<file path="src/rtl/butterfly_pipe.sv">
// Radix-2 DIT butterfly, 3-stage pipeline: C1 = A + B*W, C2 = A - B*W.
// Twiddle bypass, rounding halve, per-half saturation and sticky overflow.
module butterfly_pipe #(
  parameter int DW = 12,
  parameter int TW = 12
) (
  input  logic            clk,
  input  logic            rst,
  input  logic            in_valid,
  output logic            in_ready,
  input  logic [2*DW-1:0] A,
  input  logic [2*DW-1:0] B,
  input  logic [2*TW-1:0] Wt,
  input  logic            bypass,
  input  logic            scale,
  output logic            out_valid,
  input  logic            out_ready,
  output logic [2*DW-1:0] C1,
  output logic [2*DW-1:0] C2,
  output logic            ovf,
  input  logic            ovf_clr
);

  localparam int PW = DW + TW;
  localparam int SW = PW + 1;
  localparam int RW = DW + 2;
  localparam int XW = DW + 3;

  localparam logic signed [SW-1:0] RND  = SW'(2 ** (TW - 2));
  localparam logic signed [XW-1:0] MAXV = XW'(2 ** (DW - 1) - 1);
  localparam logic signed [XW-1:0] MINV = -XW'(2 ** (DW - 1));

  function automatic logic signed [XW-1:0] halve(
    input logic signed [XW-1:0] x,
    input logic                 s
  );
    return s ? ((x + XW'(1)) >>> 1) : x;
  endfunction

  // Returns {clipped, value}
  function automatic logic [DW:0] sat(input logic signed [XW-1:0] x);
    logic [DW:0] r;
    if (x > MAXV)
      r = {1'b1, 1'b0, {(DW-1){1'b1}}};
    else if (x < MINV)
      r = {1'b1, 1'b1, {(DW-1){1'b0}}};
    else
      r = {1'b0, x[DW-1:0]};
    return r;
  endfunction

  logic en;

  // Stage 1
  logic                   v1_q, byp1_q, scl1_q;
  logic [2*DW-1:0]        a1_q, b1_q;
  logic signed [PW-1:0]   br_x, bi_x, wr_x, wi_x;
  logic signed [PW-1:0]   rr_d, ii_d, ri_d, ir_d;
  logic signed [PW-1:0]   rr_q, ii_q, ri_q, ir_q;

  // Stage 2
  logic                   v2_q, scl2_q;
  logic [2*DW-1:0]        a2_q;
  logic signed [SW-1:0]   pr_w, pi_w;
  logic signed [RW-1:0]   pr_d, pi_d, pr_q, pi_q;

  // Stage 3
  logic                   v3_q, ovf_q, ovf_d, clip;
  logic [2*DW-1:0]        c1_d, c2_d, c1_q, c2_q;
  logic signed [XW-1:0]   ar_x, ai_x;
  logic [DW:0]            sr, si, dr, di;

  assign en       = ~v3_q | out_ready;
  assign in_ready = en;

  assign br_x = PW'($signed(B[2*DW-1:DW]));
  assign bi_x = PW'($signed(B[DW-1:0]));
  assign wr_x = PW'($signed(Wt[2*TW-1:TW]));
  assign wi_x = PW'($signed(Wt[TW-1:0]));

  assign rr_d = br_x * wr_x;
  assign ii_d = bi_x * wi_x;
  assign ri_d = br_x * wi_x;
  assign ir_d = bi_x * wr_x;

  always_ff @(posedge clk or posedge rst) begin
    if (rst) begin
      v1_q   <= 1'b0;
      byp1_q <= 1'b0;
      scl1_q <= 1'b0;
      a1_q   <= '0;
      b1_q   <= '0;
      rr_q   <= '0;
      ii_q   <= '0;
      ri_q   <= '0;
      ir_q   <= '0;
    end else if (en) begin
      v1_q   <= in_valid;
      byp1_q <= bypass;
      scl1_q <= scale;
      a1_q   <= A;
      b1_q   <= B;
      rr_q   <= rr_d;
      ii_q   <= ii_d;
      ri_q   <= ri_d;
      ir_q   <= ir_d;
    end
  end

  assign pr_w = SW'(rr_q) - SW'(ii_q);
  assign pi_w = SW'(ri_q) + SW'(ir_q);

  // Round-half-up back to Q0 before the add/sub stage
  always_comb begin
    if (byp1_q) begin
      pr_d = RW'($signed(b1_q[2*DW-1:DW]));
      pi_d = RW'($signed(b1_q[DW-1:0]));
    end else begin
      pr_d = RW'((pr_w + RND) >>> (TW - 1));
      pi_d = RW'((pi_w + RND) >>> (TW - 1));
    end
  end

  always_ff @(posedge clk or posedge rst) begin
    if (rst) begin
      v2_q   <= 1'b0;
      scl2_q <= 1'b0;
      a2_q   <= '0;
      pr_q   <= '0;
      pi_q   <= '0;
    end else if (en) begin
      v2_q   <= v1_q;
      scl2_q <= scl1_q;
      a2_q   <= a1_q;
      pr_q   <= pr_d;
      pi_q   <= pi_d;
    end
  end

  assign ar_x = XW'($signed(a2_q[2*DW-1:DW]));
  assign ai_x = XW'($signed(a2_q[DW-1:0]));

  always_comb begin
    sr    = sat(halve(ar_x + XW'(pr_q), scl2_q));
    si    = sat(halve(ai_x + XW'(pi_q), scl2_q));
    dr    = sat(halve(ar_x - XW'(pr_q), scl2_q));
    di    = sat(halve(ai_x - XW'(pi_q), scl2_q));
    clip  = sr[DW] | si[DW] | dr[DW] | di[DW];
    c1_d  = {sr[DW-1:0], si[DW-1:0]};
    c2_d  = {dr[DW-1:0], di[DW-1:0]};
    ovf_d = (en & v2_q & clip) | (ovf_q & ~ovf_clr);
  end

  always_ff @(posedge clk or posedge rst) begin
    if (rst) begin
      v3_q  <= 1'b0;
      c1_q  <= '0;
      c2_q  <= '0;
      ovf_q <= 1'b0;
    end else begin
      ovf_q <= ovf_d;
      if (en) begin
        v3_q <= v2_q;
        c1_q <= c1_d;
        c2_q <= c2_d;
      end
    end
  end

  assign out_valid = v3_q;
  assign C1        = c1_q;
  assign C2        = c2_q;
  assign ovf       = ovf_q;

endmodule
</file>
<file path="config.mk">
export PLATFORM = sky130hd
export DESIGN_NAME = butterfly_pipe
export DESIGN_NICKNAME = d
export VERILOG_FILES = /design/src/rtl/butterfly_pipe.sv
export SDC_FILE = /design/constraint.sdc
export NUM_CORES = 2
export LEC_CHECK = 0
export ABC_CLOCK_PERIOD_IN_PS = 11100
export BUFFER_PORTS_ARGS = -buffer_cell sky130_fd_sc_hd__buf_2
export CAP_MARGIN = 5
export CORE_ASPECT_RATIO = 1.2
export CORE_MARGIN = 2
export CORE_UTILIZATION = 55
export DETAILED_ROUTE_END_ITERATION = 8
export GPL_TIMING_DRIVEN = 0
export PLACE_DENSITY = 0.76
export SLEW_MARGIN = 20
export SYNTH_ARGS = -nofsm -noshare
export SYNTH_HDL_FRONTEND = slang
export SYNTH_SLANG_ARGS = --single-unit
</file>
<file path="constraint.sdc">
create_clock -name clk -period 11.1 [get_ports clk]
set_clock_uncertainty 0.1 [all_clocks]
set_input_delay 2.22 -clock clk [delete_from_list [all_inputs] [get_ports clk]]
set_output_delay 2.22 -clock clk [all_outputs]
set_load 0.01 [all_outputs]
</file>
==> key figures <==
Outcome
  • Status: completed

Critical path
  • Worst setup EP type: register
  • Cell depth of the worst flop-to-flop path: 15
  • Slowest CP cell: clkbuf_1
  • Cells along the critical path: buf_2 > clkbuf_1 > nand2_1 > fa_1 > inv_1 > ha_1 > inv_1 > fa_1 > fa_1 > fa_1 > inv_1 > ha_1 > a21oi_1 > o21ai_0 > a21oi_1 > o21ai_1 > a41o_1 > o41ai_1 > o21ai_0 > or4_1 > a31oi_1 > xor2_1 > o21ai_1
  • Crit path DAT: 9.72 ns
  • WP data required: 11.43 ns
  • R2R setup slack: 6.72 ns
  • Worst r2r dst: C2[3]
  • CP most frequent cell: fa_1
  • Startpoint types: input port
  • Critical path origin: B[18]
  • Critical Setup Path Class: in -> reg
  • Longest individual stage delay on the worst path: a little over 0.9 ns
  • RR Startpoint: pi_q[0]
  • Max Fanout on Critical Path: 10

Synthesis
  • Sequential cell area fraction in the yosys report: 16.6%
  • Synth Register Bits: ~250
  • Post-synth cell types: 103
  • Post-synth top area cell: fa_1
  • Fraction of registers with async set/reset: 100%
  • EDFF count, synth: 0
  • Warnings, synthesis: 0
  • Syn Inst Count: 4361
  • Cell area after synthesis: around 38000 um^2
  • Top-area cell type share of the netlist area: 29.5%
  • Largest cells by area after synthesis: fa_1 (29%), dfrtp_1 (17%), ha_1 (12%)
  • Ys flop type: dfrtp_1
  • Mapped Nets: 5350
  • Syn_area_per_cell: 8.65 um^2

GRT
  • GR Util met1: 39.1%
  • GR Layer Usage met3: 4.95%
  • First-pass GRT wire length: around 180 mm
  • Initial antenna violation count: 9
  • Largest net degree at the start of global routing: between 70 and 80
  • Grt met2 use: 56.4%
  • All-layer global routing usage: 33.4%
  • GRT Residual Overflow: 0
  • Top Usage Layer GRT: met2
  • Vias in the first global route: 31.9k

Detailed routing
  • Via count: 31.1k
  • Residual DRC: 0
  • DR WL/cell: 21.2 um
  • Post-route ant nets: 0
  • WL final: 115 mm
  • Initial DRT Pass Iterations: 6
  • Vias per cell: ~5.7
  • Iter 0 DRT Violations: 2462

Die
  • Core area: slightly below 70000 um^2
  • Starting density of the core: 55.4%
  • DIE WIDTH: 243 um
  • Die height: 291 um
  • Die footprint: 70700 um^2
  • FP Rows: 105
  • IO Pins: 130

Timing
  • Normalized max-slew margin: 20.1%
  • Min Tclk post-route: 9.39 ns
  • Final WS setup: 1.71 ns
  • Fmax: 106 MHz
  • Final period util: 84.6%
  • Worst-Margin Slew: 1.20 ns
  • Final hold vios: 0
  • Max Slew Vio Count: 0
  • Unrepaired setup endpoints after global routing: false
  • Final setup vio count: 0

Clocking
  • Post_cts resized: 0
  • Clk buf depth: 3
  • Hold buffer count at cts: 0
  • CTS tree: done
  • Clk sinks: between 200 and 300
  • Reg clk slew, reported paths: around 0.06 ns
  • Worst skew pair latency: 0.57 ns
  • H-tree depth: 1
  • CTS Root Cell: clkbuf_16
  • Post-CTS setup buffer count: 0
  • Cts bufs inserted: 26

Finish
  • Net count, final: 5510
  • Area grow syn2layout: 7.44%
  • Ratio of cells with drive above 1 in the final layout: 5.77%

Placed design
  • Routability cong.: 1.02
  • Dpl hpwl: 94.0 mm
  • DP Worst Slack: approximately 1.4 ns
  • I/O Buffers: 129

Min path
  • Hold Path Class: reg -> reg
  • Min-Delay Endpoint: a1_q[1]
  • HP Start: a1_q[1]
  • Hold Path Stages: 2

Run
  • Max cap viols: 0
[synthesized netlist by cell type (7+ instances only)]
library cell / count
inv_1: 782
nand2_1: 709
fa_1: 556
ha_1: 354
dfrtp_1: 251
nor2_1: 242
and2_1: 220
a21oi_1: 187
clkbuf_1: 170
o21ai_0: 129
xnor2_1: 108
xor2_1: 57
nand3_1: 51
nand2b_1: 48
nor3_1: 46
a31oi_1: 36
nor2b_1: 29
o21a_1: 25
a211oi_1: 24
a21o_1: 24
o211ai_1: 23
a211o_1: 14
nand4_1: 13
o21bai_1: 13
buf_2: 12
o2111ai_1: 12
o31ai_1: 12
a21boi_0: 11
and3_1: 11
or3_1: 11
nor4_1: 8
a21oi_2: 7
a41oi_1: 7
buf_1: 7
or2_2: 7
[placed cells by master (no fill, tap or decap), drive strengths merged, types with 11 or more instances in the layout]
cell	count
inv	786
nand2	710
fa	556
ha	354
dfrtp	251
nor2	243
and2	220
clkbuf	202
a21oi	194
buf	159
o21ai	137
xnor2	111
xor2	58
nand3	52
nand2b	48
nor3	47
a31oi	37
nor2b	31
a211oi	27
o21a	25
o211ai	25
a21o	24
a211o	14
o21bai	14
nand4	13
o31ai	13
o2111ai	13
or3	11
and3	11
a21boi	11
or2	11
[cell families after synthesis]
logic type | after synthesis | share of synthesized area, %
XOR/XNOR | 169 | 4.00
AND/OR/NAND/NOR | 1441 | 17.6
buffers and inverters | 981 | 9.91
adder cells (fa/ha/maj) | 910 | 41.2
AO/OA/AOI/OAI | 603 | 10.4
multiplexers | 6 | 0.162
flip-flops | 251 | 16.6
[cell type report]
class | instances | area [um^2]
inverters | 784 | 2950
clock buffers | 32 | 724
fillers | 5996 | 27600
well taps | 909 | 1140
multi-input cells | 3129 | 27700
diodes | 2 | 5.00
flip-flops and latches | 251 | 6280
repair buffers | 132 | 728
clock inverters | 16 | 201
plain buffers | 197 | 798
[routing by layer]
layer  wire [um]  part of all wire (%)
met5          41                 0.036
met4       10400                   9.0
met3        9030                   7.8
met2       54400                    47
met1       41600                    36
[sequential cells by signal, summed over array words and instances, names as in the netlist, 14 cells and up]
name,flops
ir_q,24
pr_q,14
C2,24
C1,24
rr_q,24
pi_q,14
ii_q,24
ri_q,24
a1_q,24
a2_q,24
b1_q,24
[through the flow]
step / util (%) / cell area (um^2) / hold slack (ns) / cells / TNS (ns)
after floorplan: - / 37700 / 0.330 / 4361 / 0
after global placement: 58.0 / 39500 / 0.340 / 5399 / -155.52
after detailed placement: 58.1 / 39600 / 0.347 / 5402 / 0
after CTS: 59.5 / 40500 / 0.370 / 5450 / 0
after global routing: 59.5 / 40500 / 0.387 / 5450 / 0
final: 59.5 / 40600 / 0.365 / 5452 / 0
[worst max-delay path, delay by kind of cell]
| kind | cells | cell delay (ns) |
|---|---|---|
| adder cells (fa/ha/maj) | 6 | 2.59 |
| AO/OA/AOI/OAI | 9 | 2.35 |
| buffers and inverters | 5 | 1.30 |
| AND/OR/NAND/NOR | 2 | 0.65 |
| XOR/XNOR | 1 | 0.58 |
[how the worst max path moves through the flow]
| stage | to | slack [ns] |
|---|---|---|
| detailed placement | ri_q[22] | 1.43 |
| global placement | rr_q[22] | -0.65 |
| global route | ri_q[22] | 1.48 |
| floorplan | C1[0] | 1.88 |
| finish | ri_q[22] | 1.71 |
| CTS | ri_q[22] | 1.97 |
Power is left out: the tool's default activity adds up to more than one toggle a clock period on the data nets, which glitch-free logic cannot reach.
